--- src/rtl/freq_worker_sync.sv ---
// Synchronisation agent for one hash-building worker: steps the per-element phase chain,
// parks on crossbar interrupt at element boundaries and resumes or retires on cont.
module freq_worker_sync #(
    parameter int unsigned LENGTH_ARRAY = 100,
    parameter int unsigned NUM_STATE    = 7,
    parameter int unsigned STALL_WIDTH  = 16,
    localparam int unsigned IW = (LENGTH_ARRAY > 1) ? $clog2(LENGTH_ARRAY) : 1,
    localparam int unsigned SW = (NUM_STATE > 1) ? $clog2(NUM_STATE) : 1
) (
    input  logic                   clk_i,
    input  logic                   rst_i,
    input  logic                   start_i,
    input  logic                   step_done_i,
    input  logic                   interrupt_i,
    input  logic                   cont_i,
    input  logic                   transfered_i,
    output logic [SW-1:0]          state_o,
    output logic [IW-1:0]          index_o,
    output logic                   waiting_o,
    output logic                   phase_start_o,
    output logic                   done_o,
    output logic [STALL_WIDTH-1:0] stall_cycles_o
);

    typedef enum logic [SW-1:0] {
        StWait,
        StWaitForInterrupt,
        StFetch,
        StFirstTempIndex,
        StRdHashOccurr,
        StCollisionCal,
        StHashBuild
    } state_e;

    localparam logic [IW-1:0] LastIndex = IW'(LENGTH_ARRAY - 1);

    state_e                 state_q, state_d;
    logic [IW-1:0]          index_q, index_d;
    logic                   waiting_q, waiting_d;
    logic                   phase_start_q, phase_start_d;
    logic                   done_q, done_d;
    logic [STALL_WIDTH-1:0] stall_q, stall_d;
    logic                   irq_pending_q, irq_pending_d;
    logic                   finished_q, finished_d;
    logic                   processing;

    assign processing = (state_q != StWait) && (state_q != StWaitForInterrupt);

    always_comb begin
        state_d       = state_q;
        index_d       = index_q;
        phase_start_d = 1'b0;
        done_d        = 1'b0;
        finished_d    = finished_q;
        irq_pending_d = irq_pending_q | (interrupt_i & processing);
        stall_d       = stall_q;
        if (waiting_q && (stall_q != '1)) begin
            stall_d = stall_q + STALL_WIDTH'(1);
        end

        unique case (state_q)
            StWait: begin
                if (start_i) begin
                    state_d       = StFetch;
                    index_d       = '0;
                    stall_d       = '0;
                    finished_d    = 1'b0;
                    irq_pending_d = 1'b0;
                    phase_start_d = 1'b1;
                end
            end
            StWaitForInterrupt: begin
                if (cont_i) begin
                    if (finished_q || transfered_i) begin
                        state_d    = StWait;
                        finished_d = 1'b0;
                    end else begin
                        state_d       = StFetch;
                        phase_start_d = 1'b1;
                    end
                end
            end
            StFetch, StFirstTempIndex, StRdHashOccurr, StCollisionCal: begin
                if (step_done_i) begin
                    state_d       = state_e'(state_q + SW'(1));
                    phase_start_d = 1'b1;
                end
            end
            StHashBuild: begin
                if (step_done_i) begin
                    if (index_q == LastIndex) begin
                        // Completion outranks a coincident park request.
                        state_d       = StWaitForInterrupt;
                        finished_d    = 1'b1;
                        done_d        = 1'b1;
                        irq_pending_d = 1'b0;
                    end else if (irq_pending_q || interrupt_i) begin
                        state_d       = StWaitForInterrupt;
                        index_d       = index_q + IW'(1);
                        irq_pending_d = 1'b0;
                    end else begin
                        state_d       = StFetch;
                        index_d       = index_q + IW'(1);
                        phase_start_d = 1'b1;
                    end
                end
            end
            default: begin
                state_d = StWait;
            end
        endcase

        waiting_d = (state_d == StWaitForInterrupt);
    end

    always_ff @(posedge clk_i) begin
        if (rst_i) begin
            state_q       <= StWait;
            index_q       <= '0;
            waiting_q     <= 1'b0;
            phase_start_q <= 1'b0;
            done_q        <= 1'b0;
            stall_q       <= '0;
            irq_pending_q <= 1'b0;
            finished_q    <= 1'b0;
        end else begin
            state_q       <= state_d;
            index_q       <= index_d;
            waiting_q     <= waiting_d;
            phase_start_q <= phase_start_d;
            done_q        <= done_d;
            stall_q       <= stall_d;
            irq_pending_q <= irq_pending_d;
            finished_q    <= finished_d;
        end
    end

    assign state_o        = state_q;
    assign index_o        = index_q;
    assign waiting_o      = waiting_q;
    assign phase_start_o  = phase_start_q;
    assign done_o         = done_q;
    assign stall_cycles_o = stall_q;

endmodule
--- config.mk ---
export PLATFORM = sky130hd
export DESIGN_NAME = freq_worker_sync
export DESIGN_NICKNAME = d
export VERILOG_FILES = /design/src/rtl/freq_worker_sync.sv
export SDC_FILE = /design/constraint.sdc
export NUM_CORES = 1
export LEC_CHECK = 0
export ABC_AREA = 1
export CAP_MARGIN = 25
export CORE_ASPECT_RATIO = 1.4
export CORE_MARGIN = 8
export CORE_UTILIZATION = 62
export CTS_BUF_LIST = sky130_fd_sc_hd__clkbuf_8
export CTS_CLUSTER_DIAMETER = 30
export DETAILED_ROUTE_END_ITERATION = 8
export DONT_BUFFER_PORTS = 1
export GPL_TIMING_DRIVEN = 0
export HOLD_SLACK_MARGIN = 0.15
export PLACE_DENSITY = 0.78
export SYNTH_ARGS = -nofsm -noshare
export SYNTH_HDL_FRONTEND = slang
export SYNTH_SLANG_ARGS = --single-unit
--- constraint.sdc ---
create_clock -name clk_i -period 4.12 [get_ports clk_i]
set_clock_uncertainty 0.05 [all_clocks]
set_input_delay 0.618 -clock clk_i [delete_from_list [all_inputs] [get_ports clk_i]]
set_output_delay 0.618 -clock clk_i [all_outputs]
set_load 0.01 [all_outputs]
; ---- Word-level counts from Yosys, hierarchy flattened
; Cells that the tools add are included.
[op_classes]
add_sub_neg = 3
n_eq_ne = 16
mux = 35
bitwise_logic = 4
n_reduce_logical = 12
[op_table]
columns = op, n
row1 = two-way mux 16 bit, 3
row2 = two-way mux 7 bit, 3
row3 = two-way mux 1 bit, 17
row4 = adder 16 x 1 -> 16 bit (second input constant), 1
row5 = != test 16 bit (second input constant), 1
row6 = one-hot mux 7 bit (2 select lines), 1
row7 = two-way mux 3 bit, 4
row8 = != test 2 bit (second input constant), 6
row9 = one-hot mux 3 bit (4 select lines), 1
row10 = == test 3 bit (second input constant), 3
row11 = adder 7 x 1 -> 7 bit (second input constant), 1
row12 = == test 7 bit (second input constant), 1
row13 = == test 3 x 1 -> 1 bit (second input constant), 2
row14 = == test 3 x 2 -> 1 bit (second input constant), 2
row15 = two-way mux 2 bit, 3
row16 = AND reduction 6 bit, 1
row17 = nonzero test 3 bit, 2
row18 = one-hot mux 1 bit (4 select lines), 1
row19 = AND reduction 4 bit, 1
row20 = OR reduction 4 bit, 1
row21 = adder 3 x 1 -> 3 bit (second input constant), 1
row22 = logical NOT 3 bit, 1
row23 = != test 3 x 1 -> 1 bit (second input constant), 1
row24 = one-hot mux 1 bit (3 select lines), 1
row25 = 8 further kinds, 11
[totals]
reg_bits = 31
in_bits = 7
output_inout_bits = 29
elab_cells = 78

; ---- Depth between registers and ports, before layout
; Gate-level depths: netlist of run 1.
[logic_depth]
word_depth = 8
mapped_depth = 12
ltp_nobuf = 12

; ---- Least setup slack after synthesis of run 1
; Ideal clock, no wire load.
[synth_path]
path_type = input to register
startpoint = in rst_i
endpoint = reg stall_q[1] (netlist: stall_cycles_o[1])
setup_ns = 0.113
arrival_ns = 1.466
required_time_ns = 3.957
slack_ns = 2.491
path_stages = 7
n_path_buf = 2
cell_sequence = clkbuf_1 -> inv_1 -> nand2_1 -> inv_1 -> buf_4 -> o21ai_1 -> nor2_1
[synth_rtl]
columns = item, line_no
row1 = from (decl), 11  ; input logic rst_i,
row2 = to (signal assigned), 132  ; stall_q <= stall_d;
row3 = to (decl), 42  ; logic [STALL_WIDTH-1:0] stall_q, stall_d;

; ---- Worst setup path in the final report of run 1
[layout_path]
startpoint = reg state_q[0] (netlist: state_o[0])
endpoint = reg stall_q[4] (netlist: stall_cycles_o[4])
[layout_between]
elab_chain_len = 2
[layout_rtl]
columns = item, line_no
row1 = from (decl), 37  ; state_e state_q, state_d;
row2 = from (signal assigned), 118  ; state_q <= StWait;
row3 = from (signal assigned), 127  ; state_q <= state_d;
row4 = logical NOT 3 bit, 61  ; unique case (state_q)
row5 = two-way mux 16 bit, 61
; No other way between the ends.
; A chain may end at the register's enable or synchronous reset.

==> results of run 1 <==
[cell families after synthesis]
kind of cell             after synthesis
AO/OA/AOI/OAI                         30
XOR/XNOR                               5
adder cells (fa/ha/maj)                7
buffers and inverters                 48
flip-flops                            31
AND/OR/NAND/NOR                      190
[cell type report]
| cell class | count | area (um^2) | area share |
|---|---|---|---|
| Buffer | 4 | 20.0 | 0.00977 |
| Tap cell | 39 | 48.8 | 0.0238 |
| Clock inverter | 1 | 7.51 | 0.00366 |
| Inverter | 44 | 170 | 0.0830 |
| Sequential cell | 31 | 621 | 0.303 |
| Multi-Input combinational cell | 232 | 1090 | 0.530 |
| Clock buffer | 7 | 96.3 | 0.0470 |
[cells in the final DEF, fill, tap and decap left out, types with 7 or more instances in the layout]
cell,instances
nand3_1,26
ha_1,7
nand2_1,87
a21oi_1,17
clkbuf_8,7
o21ai_0,12
nand4_1,8
dfxtp_1,31
nor2_1,57
inv_1,41
[worst max path at each step]
stage / depth (start not counted) / endpoint / start / slack [ns]
after global placement: 7 / stall_cycles_o[1]$_SDFF_PP0_ / rst_i / 2.04
after CTS: 10 / stall_cycles_o[4]$_SDFF_PP0_ / state_o[0]$_SDFF_PP0_ / 2.18
after global routing: 10 / stall_cycles_o[4]$_SDFF_PP0_ / state_o[0]$_SDFF_PP0_ / 2.00
after detailed placement: 7 / stall_cycles_o[1]$_SDFF_PP0_ / rst_i / 2.08
after floorplan: 7 / stall_cycles_o[1]$_SDFF_PP0_ / rst_i / 2.49
final: 10 / stall_cycles_o[4]$_SDFF_PP0_ / state_o[0]$_SDFF_PP0_ / 2.19
[power breakdown]
group / internal, mW / switching [mW]
clock network: 0.152 / 0.115
logic: 0.0434 / 0.0875
registers: 0.312 / 0.0196
[state kept, by name (all words and copies together) (netlist names)]
register        cells
index_o             7
waiting_o           1
irq_pending_q       1
finished_q          1
stall_cycles_o     16
phase_start_o       1
state_o             3
done_o              1
[worst max-delay path: cells and delay by family (launching register included)]
family | cells | cell delay, ns
fa+ha+maj | 1 | 0.25
simple gates | 5 | 0.52
buf+inv | 4 | 0.56
flops | 1 | 0.49
[synth_stat cells]
master	instances	area, um^2
nand2_1	87	327
a21oi_1	17	85.1
xor2_1	5	43.8
nand3_1	26	130
nor3_1	5	25.0
inv_2	2	7.51
buf_2	1	5.00
nor2_4	1	11.3
clkinv_4	1	8.76
nand2_4	2	22.5
inv_1	41	154
nand2_2	3	18.8
dfxtp_1	31	621
nor2_1	57	214
o21ai_0	12	60.1
ha_1	7	87.6
buf_4	1	7.51
o21ai_1	1	5.00
nand4_1	8	50.1
and2_1	1	6.26
clkbuf_1	2	7.51
[layer usage]
layer  track usage  up-vias  wire length (um)
li1              -      989                 -
met1         0.173      840              1800
met2         0.339       41              2350
met3        0.0614        8               234
met4         0.108        0                68
met5             0        -                 0
==> reports/qor.yml, run 1 <==
run_status:
  status: "finished, final reports clean"
cts:
  holdBufCountCts: 0
  cts_setup_buffers: 0
  htreeDepth: 2
  clk_pin_slew_ns: 0.07
  post_cts_resized: 0
  clk_latency_ns: 0.29
  cts_tree: "done"
  cts_buffers: 5
  cts.sinks: 31
  cts_buffer_depth: 2
  cts_root_buf: "clkbuf_8"
power:
  p_leak_nw: 0.934
  ir_drop_mv: 0.300
  powerDensity_mw_per_mm2: 356
  power_mw: 0.729
logic_synthesis:
  synth_seq_cells: 31
  yosys-mux-area-fraction: 0
  synthDistinctLibCells: 21
  synth_warnings: 0
  synthesis.instances: 311
  synth_xor_area_frac: 0.0231
  synth_nets: 325
  synth_fa_ha_area_frac: 0.0462
  synth_top_family_by_area: "simple AND/OR/NAND/NOR gates"
  syn_avg_cell_area_um2: 6.10
  synth_compound_area_frac: 0.0792
  mappedNetlistArea_mm2: 0.00190
  synth_simple_gate_area_frac: 0.424
  synth-seq-area-share: 0.327
floorplan:
  dieArea_mm2: 0.00511
  core_area_mm2: 0.00303
  die_y_um: 81.4
  fp.dieW_um: 62.7
  io_pins: 36
  rows: 24
  start_util: 0.625
placement:
  dp_hpwl_mm: 3.39
  dp_cells: 350
  gp_congestion: 0.842
  dp_slack_ns: 2.08
  place_area_mm2: 0.00195
  portBuffers: 0
routing:
  wl_per_cell_um: 12.4
  viasPerCell: 5.25
  drt_iter0_drc: 78
  finalWirelength_mm: 4.45
  ant_nets: 0
  dr.pass1.iters: 4
  vias: 1878
  drc: 0
worst_setup_path:
  crit_slowest_cell: "dfxtp_1"
  reg2regPathDepth: 10
  r2r_start: "state_o[0]$_SDFF_PP0_"
  r2r_end: "stall_cycles_o[4]$_SDFF_PP0_"
  cp_max_fo: 10
  max_stage_delay_ns: 0.49
  critPathArrivalTime_ns: 2.11
  reg2reg_slack_ns: 2.19
  worstPathCellList: "inv_1 > ha_1 > inv_1 > nor2_1 > nand2_1 > nand2_1 > inv_1 > buf_4 > nand2_1 > nor2_1"
  criticalPathCategory: "register to register"
  required_ns: 4.29
  cp-end-kind: "register"
  start_kind: "register"
timing:
  finalCritPeriodShare: 0.469
  finalSetupViolations: 0
  fmax_mhz: 517
  hold_viol: 0
  postLayoutSetupSlackWorst_ns: 2.19
  slew_headroom: 0.690
  tns_ns: 0
  rsz0062_at_grt: "false"
  slew_viol_final: 0
  fin_crit_ns: 1.93
  holdWs_ns: 0.447
  worst_pin_slew_ns: 0.465
final_layout:
  design_area_mm2: 0.00205
  nets: 332
  post_route_cells_drive_above_1_share: 0.0596
  diodes: 0
  num-fill-cells: 296
  postLayoutCoreUtil: 0.676
  area_growth_pct: 8.05
  finalNonFillerCells: 358
job:
  max_cap_violations: 0
hold_path:
  min_to: "finished_q$_SDFFE_PP0P_"
  holdCritPathClass: "register to register"
  hold_depth: 2
  min_from: "finished_q$_SDFFE_PP0P_"
grt:
  grt_remaining_overflow: 0
  grt_pass1_wl_mm: 7.49
  grt_pass1_vias: 1771
  grt_usage: 0.182
  grt_antenna_before_repair: 0
  grt_max_degree: 11
(Power assumes the default switching activity.)
==> run 2: changes to the inputs <==
clock period = 1.8 ns   (was 4.12 ns; I/O delays follow)
==> reports/qor.yml, run 2 (synthesized netlist as in run 1, its figures left out) <==
run_status:
  status: "finished, final reports clean"
timing:
  fmax_mhz: 598  # +16%
  rsz0062_at_grt: "false"
  finalCritPeriodShare: 0.929  # +0.460
  slew_viol_final: 0  # unchanged
  fin_crit_ns: 1.67  # -0.261 ns
  worst_pin_slew_ns: 0.456  # -0.00934 ns
  hold_viol: 0  # unchanged
  slew_headroom: 0.696  # +0.00623
  finalSetupViolations: 0  # unchanged
  holdWs_ns: 0.170  # -0.277 ns
  postLayoutSetupSlackWorst_ns: 0.127  # -2.06 ns
  tns_ns: 0  # unchanged
floorplan:
  io_pins: 36  # unchanged
  rows: 24  # unchanged
  dieArea_mm2: 0.00511  # unchanged
  fp.dieW_um: 62.7  # unchanged
  die_y_um: 81.4  # unchanged
  start_util: 0.625  # unchanged
  core_area_mm2: 0.00303  # unchanged
power:
  clockPowerShare: 0.362  # -0.004
  power_mw: 1.69  # +130%
  p_seq_frac: 0.452  # -0.003
  p_leak_nw: 0.944  # +1.0%
  ir_drop_mv: 0.686  # +130%
  switching_share: 0.306  # +0.00132
  power.internal_mw: 1.18  # +130%
  powerDensity_mw_per_mm2: 803  # +130%
  combinationalPowerShare: 0.186  # +0.007
  power_switching_mw: 0.518  # +130%
worst_setup_path:
  cp_max_fo: 7  # -3
  reg2regPathDepth: 11  # +1
  r2r_end: "index_o[6]$_SDFFE_PP0P_"
  required_ns: 1.92  # -2.37 ns
  critPathArrivalTime_ns: 1.79  # -0.32 ns
  criticalPathCategory: "register to register"
  r2r_start: "state_o[0]$_SDFF_PP0_"
  reg2reg_slack_ns: 0.13  # -2.06 ns
  start_kind: "register"
  cp-end-kind: "register"
final_layout:
  largest_register_ffs: 16  # unchanged
  area_growth_pct: 11.2
  final_cell_mix: "nand2_1 (83), nor2_1 (56), inv_1 (41), nand3_1 (26), dfxtp_1 (25)"
  post_route_cells_drive_above_1_share: 0.103  # +0.0432
  diodes: 0  # unchanged
  multiInputGateArea_mm2: 0.00111  # +2.5%
  nets: 334  # +0.60%
  seq_area_um2: 633  # +2.0%
  finalNonFillerCells: 360  # +0.56%
  final_common_cell: "nand2_1"
  num-fill-cells: 286  # -3.4%
hold_path:
  holdCritPathClass: "input port to register"
  min_from: "start_i"
  min_to: "stall_cycles_o[13]$_SDFF_PP0_"
  hold_depth: 3  # +1
grt:
  grt_remaining_overflow: 0  # unchanged
  grt_pass1_wl_mm: 7.50  # about the same
  grt_pass1_vias: 1775  # +0.23%
  grt_usage: 0.182  # +0.000577
  grt_max_degree: 11  # unchanged
  grt_antenna_before_repair: 0  # unchanged
placement:
  dp_slack_ns: -0.118  # -2.20 ns
  gp_congestion: 0.842  # unchanged
  dp_hpwl_mm: 3.39  # unchanged
  dp_cells: 350  # unchanged
  portBuffers: 0  # unchanged
routing:
  vias: 1876  # -0.11%
  viasPerCell: 5.21  # -0.66%
  finalWirelength_mm: 4.47  # +0.65%
  wl_per_cell_um: 12.4  # about the same
  ant_nets: 0  # unchanged
  dr.pass1.iters: 4  # unchanged
  drc: 0  # unchanged
  drt_iter0_drc: 80  # +2.6%
cts:
  cts_buffers: 5  # unchanged
  htreeDepth: 2  # unchanged
  cts_root_buf: "clkbuf_8"
  cts_buffer_depth: 2  # unchanged
  clk_latency_ns: 0.29  # about the same
  clk_pin_slew_ns: 0.07  # about the same
  cts.sinks: 31  # unchanged
  cts_tree: "done"
job:
  max_cap_violations: 0  # unchanged
[run 2: changes by cell type in the layout (fill, tap and decap cells not counted), sizes merged]
| cell | change |
|---|---|
| buf | +1 |
| dlygate4sd3 | +1 |
[run 2: layer usage]
layer,up-vias,global-route usage,wire length (um)
li1,988,-,-
met3,8,0.0628,248
met1,834,0.171,1790
met4,0,0.112,73
met5,-,0,0
met2,46,0.340,2360
[run 2: area by class of cell]
class,count,share of cell area
Multi-Input combinational cell,232,0.528
Timing Repair Buffer,2,0.00830
Buffer,4,0.0107
Tap cell,39,0.0231
Clock inverter,1,0.00356
Clock buffer,7,0.0457
Inverter,44,0.0807
Sequential cell,31,0.300
[run 2: power by group through the flow]
stage | Combinational, mW | Sequential, mW | Clock [mW]
after global placement | 0.294 | 0.775 | 0
after floorplan | 0.240 | 0.763 | 0
after detailed placement | 0.297 | 0.775 | 0
after CTS | 0.303 | 0.763 | 0.630
final | 0.315 | 0.765 | 0.614
after global routing | 0.366 | 0.769 | 0.657
[run 2: what timing repair did]
action | in CTS | in global routing
pin swaps | 0 | 2
hold buffers | 1 | 0
endpoints found under the setup margin | 22 | 28
gates resized for setup | 5 | 14
buffers inserted | 0 | 1
endpoints found under the hold margin | 1 | 0
[run 2: per-stage QoR]
stage | utilization | area, um^2
floorplan | - | 1900
CTS | 0.682 | 2070
global route | 0.696 | 2110
global placement | 0.642 | 1950
detailed placement | 0.642 | 1950
finish | 0.696 | 2110
[run 2: how the worst max path moves through the flow]
stage,slack (ns),endpoint,depth (start not counted),start
6_report,0.13,index_o[6]$_SDFFE_PP0P_,11,state_o[0]$_SDFF_PP0_
5_1_grt,0.001,index_o[6]$_SDFFE_PP0P_,11,state_o[0]$_SDFF_PP0_
4_1_cts,0.01,stall_cycles_o[11]$_SDFF_PP0_,9,stall_cycles_o[1]$_SDFF_PP0_
3_5_place_dp,-0.12,stall_cycles_o[4]$_SDFF_PP0_,10,state_o[0]$_SDFF_PP0_
3_3_place_gp,-0.12,stall_cycles_o[1]$_SDFF_PP0_,10,state_o[0]$_SDFF_PP0_
2_1_floorplan,0.21,stall_cycles_o[11]$_SDFF_PP0_,9,stall_cycles_o[0]$_SDFF_PP0_
[run 2: critical path, cell delays in order, from the launching register on]
cell and delay, ns:
dfxtp_4 0.38, inv_1 0.11, ha_2 0.20, inv_1 0.06, nor2_1 0.14, nand2_2 0.10
nand2_2 0.10, inv_2 0.05, nor2_4 0.16, nor2_1 0.06, nor2_1 0.10, nor2_1 0.04
